File: config.mk
export PLATFORM = sky130hd
export DESIGN_NAME = vlsu_l1_burst_port
export DESIGN_NICKNAME = d
export VERILOG_FILES = /design/src/rtl/ara_pkg.sv /design/src/rtl/vlsu_l1_tag_fifo.sv /design/src/rtl/vlsu_l1_burst_port.sv
export SDC_FILE = /design/constraint.sdc
export NUM_CORES = 1
export LEC_CHECK = 0
export CORE_ASPECT_RATIO = 0.75
export CORE_UTILIZATION = 50
export CTS_BUF_LIST = sky130_fd_sc_hd__clkbuf_2 sky130_fd_sc_hd__clkbuf_4 sky130_fd_sc_hd__clkbuf_8
export CTS_CLUSTER_DIAMETER = 200
export DETAILED_ROUTE_END_ITERATION = 10
export GPL_ROUTABILITY_DRIVEN = 0
export PLACE_DENSITY_LB_ADDON = 0.08
export SLEW_MARGIN = 25
export SYNTH_ARGS = -nofsm -noshare
export SYNTH_HDL_FRONTEND = slang
export SYNTH_SLANG_ARGS = --single-unit
File: constraint.sdc
create_clock -name clk_i -period 9.17 [get_ports clk_i]
set_clock_uncertainty 0.1 [all_clocks]
set_input_delay 1.834 -clock clk_i [delete_from_list [all_inputs] [get_ports clk_i]]
set_output_delay 1.834 -clock clk_i [all_outputs]
set_load 0.01 [all_outputs]
File: src/rtl/ara_pkg.sv
// Shared types for the Ara vector load path: L1 burst port state and ROB index.
package ara_pkg;

    typedef enum logic [1:0] {
        IDLE,
        ISSUE,
        DRAIN,
        FLUSH
    } l1_burst_state_e;

    localparam int unsigned L1MaxOutstanding = 8;

    typedef logic [$clog2(L1MaxOutstanding)-1:0] l1_rob_idx_t;

endpackage

File: src/rtl/vlsu_l1_tag_fifo.sv
// Per-port FIFO of ROB slot indices, pushed on grant and popped on read-data valid.
module vlsu_l1_tag_fifo #(
    parameter int unsigned Depth    = 8,
    parameter int unsigned IdxWidth = 3
) (
    input  logic                clk_i,
    input  logic                rst_i,
    input  logic                push_i,
    input  logic [IdxWidth-1:0] tag_i,
    input  logic                pop_i,
    output logic [IdxWidth-1:0] tag_o,
    output logic                empty_o
);

    localparam int unsigned PtrW = $clog2(Depth);

    logic [IdxWidth-1:0] mem_q [Depth];
    logic [PtrW-1:0]     wr_ptr_q;
    logic [PtrW-1:0]     rd_ptr_q;
    logic [PtrW:0]       cnt_q;

    always_ff @(posedge clk_i) begin
        if (rst_i) begin
            wr_ptr_q <= '0;
            rd_ptr_q <= '0;
            cnt_q    <= '0;
        end else begin
            if (push_i) wr_ptr_q <= wr_ptr_q + 1'b1;
            if (pop_i)  rd_ptr_q <= rd_ptr_q + 1'b1;
            cnt_q <= cnt_q + (PtrW+1)'(push_i) - (PtrW+1)'(pop_i);
        end
    end

    always_ff @(posedge clk_i) begin
        if (push_i) mem_q[wr_ptr_q] <= tag_i;
    end

    always_comb begin
        tag_o   = mem_q[rd_ptr_q];
        empty_o = (cnt_q == '0);
    end

endmodule

File: src/rtl/vlsu_l1_burst_port.sv
// Burst-to-beat load port: round-robin issue over D$ read ports, in-order
// return through a reorder buffer with valid/ready backpressure.
module vlsu_l1_burst_port
    import ara_pkg::*;
#(
    parameter int unsigned NrPorts        = 2,
    parameter int unsigned DataWidth      = 64,
    parameter int unsigned AddrWidth      = 64,
    parameter int unsigned MaxOutstanding = 8
) (
    input  logic                           clk_i,
    input  logic                           rst_i,
    input  logic [AddrWidth-1:0]           req_addr_i,
    input  logic [7:0]                     req_len_i,
    input  logic                           req_valid_i,
    output logic                           req_ready_o,
    output logic [NrPorts-1:0]             dc_req_o,
    output logic [NrPorts*AddrWidth-1:0]   dc_addr_o,
    input  logic [NrPorts-1:0]             dc_gnt_i,
    input  logic [NrPorts-1:0]             dc_rvalid_i,
    input  logic [NrPorts*DataWidth-1:0]   dc_rdata_i,
    output logic [DataWidth-1:0]           rdata_o,
    output logic                           rvalid_o,
    input  logic                           rready_i,
    output logic                           rlast_o,
    input  logic                           flush_i,
    output logic                           busy_o
);

    localparam int unsigned IdxW      = $clog2(MaxOutstanding);
    localparam int unsigned CntW      = IdxW + 1;
    localparam int unsigned PortW     = (NrPorts > 1) ? $clog2(NrPorts) : 1;
    localparam int unsigned BeatBytes = DataWidth / 8;
    localparam int unsigned OffW      = $clog2(BeatBytes);

    typedef logic [IdxW-1:0] rob_idx_t;

    l1_burst_state_e state_q, state_d;

    logic [AddrWidth-1:0]  next_addr_q;
    logic [7:0]            total_m1_q;
    logic [8:0]            alloc_cnt_q;
    logic [7:0]            out_cnt_q;
    logic [PortW-1:0]      rr_q;
    rob_idx_t              alloc_ptr_q;
    rob_idx_t              head_ptr_q;
    logic [CntW-1:0]       count_q;
    logic [MaxOutstanding-1:0] rob_filled_q;
    logic [DataWidth-1:0]  rob_data_q [MaxOutstanding];

    logic [NrPorts-1:0]    port_req_q;
    logic [AddrWidth-1:0]  port_addr_q [NrPorts];
    rob_idx_t              port_tag_q  [NrPorts];

    logic [NrPorts-1:0]    fifo_push;
    logic [NrPorts-1:0]    fifo_pop;
    logic [NrPorts-1:0]    fifo_empty;
    rob_idx_t              fifo_tag [NrPorts];

    logic                  accept;
    logic                  alloc;
    logic                  last_alloc;
    logic                  pop;
    logic                  flush_take;
    logic                  flush_done;
    logic [8:0]            cur_cnt;
    logic [7:0]            cur_total;
    logic [AddrWidth-1:0]  cur_addr;

    for (genvar p = 0; p < NrPorts; p++) begin : g_tag_fifo
        vlsu_l1_tag_fifo #(
            .Depth   (MaxOutstanding),
            .IdxWidth(IdxW)
        ) i_tag_fifo (
            .clk_i  (clk_i),
            .rst_i  (rst_i),
            .push_i (fifo_push[p]),
            .tag_i  (port_tag_q[p]),
            .pop_i  (fifo_pop[p]),
            .tag_o  (fifo_tag[p]),
            .empty_o(fifo_empty[p])
        );
    end

    // The first beat is allocated in the acceptance cycle itself, straight from the request.
    always_comb begin
        accept     = (state_q == IDLE) && req_valid_i;
        cur_cnt    = (state_q == IDLE) ? '0 : alloc_cnt_q;
        cur_total  = (state_q == IDLE) ? req_len_i : total_m1_q;
        cur_addr   = (state_q == IDLE) ? {req_addr_i[AddrWidth-1:OffW], {OffW{1'b0}}} : next_addr_q;
        alloc      = !port_req_q[rr_q] && (count_q < CntW'(MaxOutstanding)) &&
                     (accept || ((state_q == ISSUE) && !flush_i));
        last_alloc = alloc && (cur_cnt == {1'b0, cur_total});
        pop        = rvalid_o && rready_i;
        flush_take = flush_i && ((state_q == ISSUE) || (state_q == DRAIN));
        flush_done = (state_q == FLUSH) && (&fifo_empty);
        for (int unsigned p = 0; p < NrPorts; p++) begin
            fifo_push[p] = dc_gnt_i[p] && port_req_q[p];
            fifo_pop[p]  = dc_rvalid_i[p] && !fifo_empty[p];
        end
    end

    always_ff @(posedge clk_i) begin
        if (rst_i) state_q <= IDLE;
        else       state_q <= state_d;
    end

    always_comb begin
        state_d = state_q;
        unique case (state_q)
            IDLE:  if (req_valid_i) state_d = last_alloc ? DRAIN : ISSUE;
            ISSUE: if (flush_i) state_d = FLUSH;
                   else if (last_alloc) state_d = DRAIN;
            DRAIN: if (flush_i) state_d = FLUSH;
                   else if (pop && rlast_o) state_d = IDLE;
            FLUSH: if (&fifo_empty) state_d = IDLE;
            default: state_d = IDLE;
        endcase
    end

    always_comb begin
        req_ready_o = (state_q == IDLE);
        busy_o      = (state_q != IDLE);
        rvalid_o    = (state_q != FLUSH) && rob_filled_q[head_ptr_q];
        rlast_o     = rvalid_o && (out_cnt_q == total_m1_q);
        rdata_o     = rob_data_q[head_ptr_q];
        dc_req_o    = port_req_q;
        dc_addr_o   = '0;
        for (int unsigned p = 0; p < NrPorts; p++) begin
            dc_addr_o[p*AddrWidth +: AddrWidth] = port_addr_q[p];
        end
    end

    always_ff @(posedge clk_i) begin
        if (rst_i) begin
            next_addr_q  <= '0;
            total_m1_q   <= '0;
            alloc_cnt_q  <= '0;
            out_cnt_q    <= '0;
            rr_q         <= '0;
            alloc_ptr_q  <= '0;
            head_ptr_q   <= '0;
            count_q      <= '0;
            rob_filled_q <= '0;
            port_req_q   <= '0;
            for (int unsigned i = 0; i < MaxOutstanding; i++) rob_data_q[i] <= '0;
            for (int unsigned p = 0; p < NrPorts; p++) begin
                port_addr_q[p] <= '0;
                port_tag_q[p]  <= '0;
            end
        end else begin
            if (accept) begin
                total_m1_q <= req_len_i;
                out_cnt_q  <= '0;
            end
            if (accept || alloc) begin
                alloc_cnt_q <= cur_cnt + 9'(alloc);
                next_addr_q <= alloc ? cur_addr + AddrWidth'(BeatBytes) : cur_addr;
            end
            for (int unsigned p = 0; p < NrPorts; p++) begin
                if (fifo_push[p]) port_req_q[p] <= 1'b0;
            end
            if (flush_take) port_req_q <= '0;
            if (alloc) begin
                port_req_q[rr_q]  <= 1'b1;
                port_addr_q[rr_q] <= cur_addr;
                port_tag_q[rr_q]  <= alloc_ptr_q;
                alloc_ptr_q       <= alloc_ptr_q + 1'b1;
                rr_q              <= (rr_q == PortW'(NrPorts - 1)) ? '0 : rr_q + 1'b1;
            end
            // Responses drained during FLUSH are dropped rather than filling the ROB.
            for (int unsigned p = 0; p < NrPorts; p++) begin
                if (fifo_pop[p] && (state_q != FLUSH)) begin
                    rob_data_q[fifo_tag[p]]   <= dc_rdata_i[p*DataWidth +: DataWidth];
                    rob_filled_q[fifo_tag[p]] <= 1'b1;
                end
            end
            if (pop) begin
                rob_filled_q[head_ptr_q] <= 1'b0;
                head_ptr_q               <= head_ptr_q + 1'b1;
                out_cnt_q                <= out_cnt_q + 8'd1;
            end
            count_q <= count_q + CntW'(alloc) - CntW'(pop);
            if (flush_done) begin
                head_ptr_q   <= '0;
                alloc_ptr_q  <= '0;
                count_q      <= '0;
                rob_filled_q <= '0;
            end
        end
    end

endmodule

==> impl_metrics.tcl, run 1 <==
set metrics [dict create \
    status "complete, no violations" \
    period_share_pct 62.9 \
    root_buffer "clkbuf_8" \
    grt_usage_pct 29.4 \
    yosysWarnings 0 \
    synth_cell_type_count 73 \
    core_area_mm2 0.0793 \
    pwr_density_cell_mw_per_mm2 257 \
    pwr-share-comb_pct 29.5 \
    critical_path_arrival_ps 3830 \
    use_met1_pct 40.2 \
    netlist_instances 3064 \
    rsz0062_at_grt "false" \
    final_cells 4468 \
    crit_cells 4 \
    slew_headroom_pct 25.3 \
    crit_path_end "rdata_o[27]" \
    dp_hpwl_mm 70.0 \
    drcViolationCount 0 \
    fmax_mhz 173 \
    reg2reg_from "state_q[0]" \
    r2r_end "next_addr_q[62]" \
    cts_buffer_depth 3 \
    yosys.area_share.simple_pct 8.18 \
    multiInputGateArea_mm2 0.0154 \
    required_ps 7240 \
    rows 89 \
    syn-num-nets 3305 \
    cts_tree "yes" \
    synth_edf_count 694 \
    grtUsageMet3_pct 7.23 \
    fill_cells 6217 \
    cp_cell_sequence "buf_6, mux4_2, mux2_2, clkdlybuf4s50_1" \
    clkLatencyLatePin_ps 800 \
    io_buffers 403 \
    setup_violations 0 \
    critical_path_buf_inv_count 2 \
    fp.dieArea_mm2 0.0818 \
    cap_violations 0 \
    cts.repair.resized 0 \
    final_nets 3540 \
    synthMuxAreaShare_pct 11.8 \
    io_pins 407 \
    drtIter0Drc 2922 \
    synthArstFlopShare_pct 0 \
    cts_buffers 139 \
    grt_pass1_vias 28400 \
    cp-end-kind "output pin" \
    hold_class "reg -> reg" \
    synth_top_family_by_area "compound AO/OA/AOI/OAI gates" \
    syn_area_per_cell_um2 13.2 \
    ant_nets 0 \
    drtPass1Iterations 6 \
    initial_core_util_pct 50.9 \
    period_minus_slack_ps 5770 \
    grt_pass1_wl_mm 178 \
    start_kind "flip-flop" \
    grt_max_degree 169 \
    clk_pin_slew_ps 60 \
    irDropWorstVdd_v 0.000266 \
    cts_hold_buf 0 \
    finalWirelength_mm 122 \
    worstMarginPinSlew_ps 1110 \
    drive_gt1_share_pct 16.0 \
    syn_to_final_growth_pct 18.2 \
    postCtsSetupBuffers 0 \
    synth-main-ff-cell "edfxtp_1" \
    antenna_found_initial 24 \
    synth-xor-area-share_pct 0.825 \
    reg2regPathDepth 10 \
    via_per_inst 6.48 \
    post_drt_wl_per_cell_um 27.3 \
    seqCellArea_mm2 0.0237 \
    tns_ps 0 \
    p_seq_share_pct 43.7 \
    synth_adder_area_share_pct 1.05 \
    intPower_mw 8.23 \
    r2r_slack_ps 4120 \
    synth_area_mm2 0.0403 \
    worstSetupPathType "reg -> out" \
    clkPwrFrac_pct 26.8 \
    yosysSeqAreaShare_pct 58.7 \
    hold_violations 0 \
    dp_cells 4204 \
    vias 28900 \
    synth_compound_area_share_pct 15.7 \
    gr-total-overflow 0 \
    cp_max_fo 46 \
    critical_path.top_delay_family "buffers and inverters" \
    switchingPower_mw 4.03 \
    worst_path_max_delay_cell "dfxtp_4" \
    leakage_nw 16.7 \
    h-tree-depth 4 \
    p_sw_share_pct 32.9 \
    synth_seq_cells 835 \
    crit_path_max_incr_delay_ps 900 \
    cts.sinks 835 \
    met2_usage_pct 45.7 \
    slew_viol_final 0 \
    chipWidth_um 330 \
    fp.dieH_um 248 \
    grt-busiest-layer "met2" \
]
## placed cells by master, fill, tap and decap left out, drive strengths merged, types with 9 or more instances in the layout
| master | Yosys | final |
|---|---|---|
| clkbuf | 149 | 186 |
| edfxtp | 694 | 694 |
| ha | 29 | 29 |
| o211ai | 15 | 15 |
| nand4 | 31 | 31 |
| nand2 | 163 | 163 |
| nand4b | 19 | 19 |
| and2 | 9 | 9 |
| nand3b | 22 | 22 |
| nor4 | 14 | 14 |
| mux2 | 77 | 77 |
| diode | 0 | 15 |
| xnor2 | 27 | 27 |
| nand2b | 23 | 23 |
| clkdlybuf4s50 | 0 | 402 |
| nor3b | 18 | 18 |
| a31oi | 33 | 33 |
| dfxtp | 141 | 141 |
| and3 | 11 | 11 |
| clkinv | 1 | 48 |
| nor3 | 35 | 35 |
| a22o | 512 | 512 |
| buf | 207 | 48 |
| xor2 | 11 | 11 |
| a21oi | 91 | 91 |
| o21ai | 71 | 71 |
| mux4 | 141 | 141 |
| o221a | 9 | 9 |
| nand3 | 70 | 70 |
| inv | 36 | 42 |
| nor2b | 11 | 11 |
| nor2 | 223 | 223 |
| mux2i | 70 | 70 |
## worst min-delay path by stage
stage,start,end,depth (start not counted)
6_report,alloc_cnt_q[0],alloc_cnt_q[0],2
5_1_grt,alloc_cnt_q[0],alloc_cnt_q[0],2
4_1_cts,alloc_cnt_q[0],alloc_cnt_q[0],2
3_5_place_dp,alloc_cnt_q[0],alloc_cnt_q[0],2
3_3_place_gp,alloc_cnt_q[0],alloc_cnt_q[0],2
2_1_floorplan,alloc_cnt_q[0],alloc_cnt_q[0],2
## worst min-delay path, stage by stage (launching register included)
cell	delay, ps
dfxtp_1	310
nand2_1	50
a21oi_1	50
## stage by stage
stage | area, µm² | setup slack (ps) | utilization, % | power [mW] | hold WS [ps]
4_1_cts | 47600 | 3000 | 60.0 | 12.3 | 357
3_5_place_dp | 44900 | 3380 | 56.6 | 9.01 | 348
5_1_grt | 47700 | 3130 | 60.1 | 12.8 | 382
3_3_place_gp | 44900 | 3350 | 56.6 | 8.88 | 344
6_report | 47700 | 3400 | 60.1 | 12.3 | 355
2_1_floorplan | 40300 | 1020 | - | 7.65 | 332
## Yosys cell counts (all sizes together) (14+ instances only)
cell / count / share of area, %
xnor2: 27 / 0.59
dfxtp: 141 / 7.0
nor2: 223 / 2.1
buf: 207 / 2.1
a31oi: 33 / 0.51
o211ai: 15 / 0.28
nand2: 163 / 1.5
nand3: 70 / 0.87
a22o: 512 / 11
nand4b: 19 / 0.41
o21ai: 71 / 0.88
clkbuf: 149 / 1.4
nand3b: 22 / 0.41
ha: 29 / 0.90
nand4: 31 / 0.51
mux2i: 70 / 1.7
nor4: 14 / 0.26
nand2b: 23 / 0.36
inv: 36 / 0.34
mux2: 77 / 2.1
a21oi: 91 / 1.1
nor3: 35 / 0.46
mux4: 141 / 7.9
edfxtp: 694 / 52
nor3b: 18 / 0.34
## kinds of logic after synthesis
group                      count (synthesis)
and+or+nand+nor                          674
muxes                                    288
adders and majority gates                 32
DFF                                      835
AOI/OAI and AO/OA                        804
xor gates and xnor gates                  38
buffers and inverters                    393
## power by group through the flow
stage	Sequential, mW	Clock, mW	Combinational, mW
after floorplan	5.40	0	2.25
after global placement	5.38	0	3.50
after detailed placement	5.43	0	3.58
after CTS	5.35	3.33	3.59
after global routing	5.43	3.49	3.88
final	5.35	3.29	3.62
## per-layer routing
| layer | share of wire, % | vias to the layer above |
|---|---|---|
| li1 | - | 12500 |
| met4 | 2.2 | 20 |
| met5 | 0.11 | - |
| met1 | 41 | 14700 |
| met3 | 9.5 | 240 |
| met2 | 47 | 1456 |
## cell type report
| cell class | instances | area share [%] |
|---|---|---|
| antenna | 15 | 0.0787 |
| clock buffer | 186 | 4.86 |
| clock inverter | 63 | 0.850 |
| inverter | 37 | 0.291 |
| multi-input combinational | 1836 | 32.3 |
| sequential | 835 | 49.7 |
| tap | 1046 | 2.75 |
| timing repair buffer | 450 | 9.25 |
## sequential cells by signal, indices dropped and copies added, names as in the netlist, 9 cells and up, named ones only
register and flops:
port_addr_q 128, g_tag_fifo.i_tag_fifo.mem_q 48, alloc_cnt_q 9, rob_data_q 512
next_addr_q 64
Power figures use the tool's default switching activity.
==> inputs of run 2 (changes only) <==
==> constraint.sdc (replaced) <==
create_clock -name clk_i -period 4.8 [get_ports clk_i]
set_clock_uncertainty 0.1 [all_clocks]
set_input_delay 0.96 -clock clk_i [delete_from_list [all_inputs] [get_ports clk_i]]
set_output_delay 0.96 -clock clk_i [all_outputs]
set_load 0.01 [all_outputs]
==> impl_metrics.tcl, run 2 (synthesis gave the netlist of run 1 again) <==
set metrics [dict create \
    cts.repair.resized 0 \
    tns_ps 0 \
    largest_register_ffs 512 \
    final_cell_mix "edfxtp_1, a22o_1, clkdlybuf4s50_1, nor2_1, nand2_1" \
    total_power_mw 23.4 \
    cts_buffers 136 \
    setup_violations 0 \
    final_cells 4487 \
    vias 29200 \
    irDropWorstVdd_v 0.000469 \
    grt_pass1_vias 28600 \
    drive_gt1_share_pct 16.5 \
    leakage_nw 16.9 \
    fp.dieArea_mm2 0.0818 \
    chipWidth_um 330 \
    fill_cells 6093 \
    core_area_mm2 0.0793 \
    drtPass1Iterations 7 \
    regMostFlops "rob_data_q" \
    hold_class "reg -> reg" \
    syn_to_final_growth_pct 19.5 \
    antenna_found_initial 29 \
    postCtsSetupBuffers 0 \
    period_minus_slack_ps 4360 \
    cp_max_fo 21 \
    clkPwrFrac_pct 25.7 \
    worstSetupPathType "reg -> out" \
    dpl_cell_area_mm2 0.0456 \
    io_buffers 403 \
    h-tree-depth 4 \
    grt_max_degree 94 \
    drcViolationCount 0 \
    dp_hpwl_mm 70.1 \
    root_buffer "clkbuf_8" \
    cp-end-kind "output pin" \
    status "complete, no violations" \
    critical_path_arrival_ps 3300 \
    switchingPower_mw 7.69 \
    finalWirelength_mm 124 \
    final_nets 3567 \
    gr-total-overflow 0 \
    cts_tree "yes" \
    ant_nets 0 \
    p_seq_share_pct 43.6 \
    cts_buffer_depth 3 \
    rsz0062_at_grt "false" \
    intPower_mw 15.8 \
    fp.dieH_um 248 \
    clk_pin_slew_ps 60 \
    slew_viol_final 0 \
    reg_top3 "rob_data_q: 512 flops, port_addr_q: 128 flops, next_addr_q: 64 flops" \
    p_sw_share_pct 32.8 \
    mostFrequentLayoutCell "edfxtp_1" \
    initial_core_util_pct 50.9 \
    via_per_inst 6.52 \
    final_area_mm2 0.0482 \
    required_ps 3740 \
    grt_usage_pct 30.0 \
    cts.sinks 835 \
    fmax_mhz 229 \
    start_kind "flip-flop" \
    post_drt_wl_per_cell_um 27.6 \
    clkLatencyLatePin_ps 800 \
    dp_cells 4234 \
    slew_headroom_pct 33.4 \
    io_pins 407 \
    grt_pass1_wl_mm 181 \
    hold_violations 0 \
    holdWs_ps 355 \
    period_share_pct 90.8 \
    pwr-share-comb_pct 30.7 \
    cap_violations 0 \
    rows 89 \
    worstMarginPinSlew_ps 999 \
    pwr_density_cell_mw_per_mm2 486 \
    drtIter0Drc 3489 \
    cts_hold_buf 0 \
]
[run 2: changes by cell type in the layout (fill, tap and decap cells not counted), sizes merged]
cell and delta:
clkbuf +6, buf +30, clkinvlp -3, diode +4
clkinv -14, bufinv -2, inv -2
[run 2: path summary, 6_finish.rpt]
path	startpoint	to	slack [ps]	cells after the start
worst max-delay path	flip-flop	rdata_o[52]	440	4
worst min-delay path	alloc_cnt_q[0]	alloc_cnt_q[0]	350	2
worst max register to register	state_q[0]	next_addr_q[54]	740	10
worst min register to register	alloc_cnt_q[0]	alloc_cnt_q[0]	350	2
[run 2: power by group through the flow]
stage | sequential (mW) | combinational (mW) | clock, mW
after detailed placement | 10.4 | 7.14 | 0
after global routing | 10.3 | 7.70 | 6.42
final | 10.2 | 7.20 | 6.03
after floorplan | 10.3 | 4.30 | 0
after global placement | 10.3 | 6.97 | 0
after CTS | 10.2 | 7.17 | 6.12
[run 2: per-stage QoR]
step | setup slack (ps) | util, %
6_report | 440 | 60.8
3_3_place_gp | 665 | 57.5
4_1_cts | 290 | 60.7
2_1_floorplan | 352 | -
5_1_grt | 256 | 60.8
3_5_place_dp | 606 | 57.5
[run 2: worst max-delay path: stages, from the launching register on]
cell and delay (ps):
dfxtp_4 680, buf_4 440, mux4_2 550, mux2_2 260, clkdlybuf4s50_1 570
[run 2: area by class of cell]
| class | count | area, µm² | share of cell area [%] |
|---|---|---|---|
| inverter | 37 | 139 | 0.288 |
| tap | 1046 | 1310 | 2.72 |
| clock buffer | 192 | 2330 | 4.83 |
| timing repair buffer | 480 | 5110 | 10.6 |
| clock inverter | 42 | 239 | 0.496 |
| sequential | 835 | 23700 | 49.1 |
| antenna | 19 | 47.5 | 0.0987 |
| multi-input combinational | 1836 | 15300 | 31.8 |
[run 2: metal layers]
metal,share of wire [%],GRT usage [%]
met5,0.12,0
met2,47,46.0
met4,2.5,10.4
met3,11,8.38
met1,40,41.0
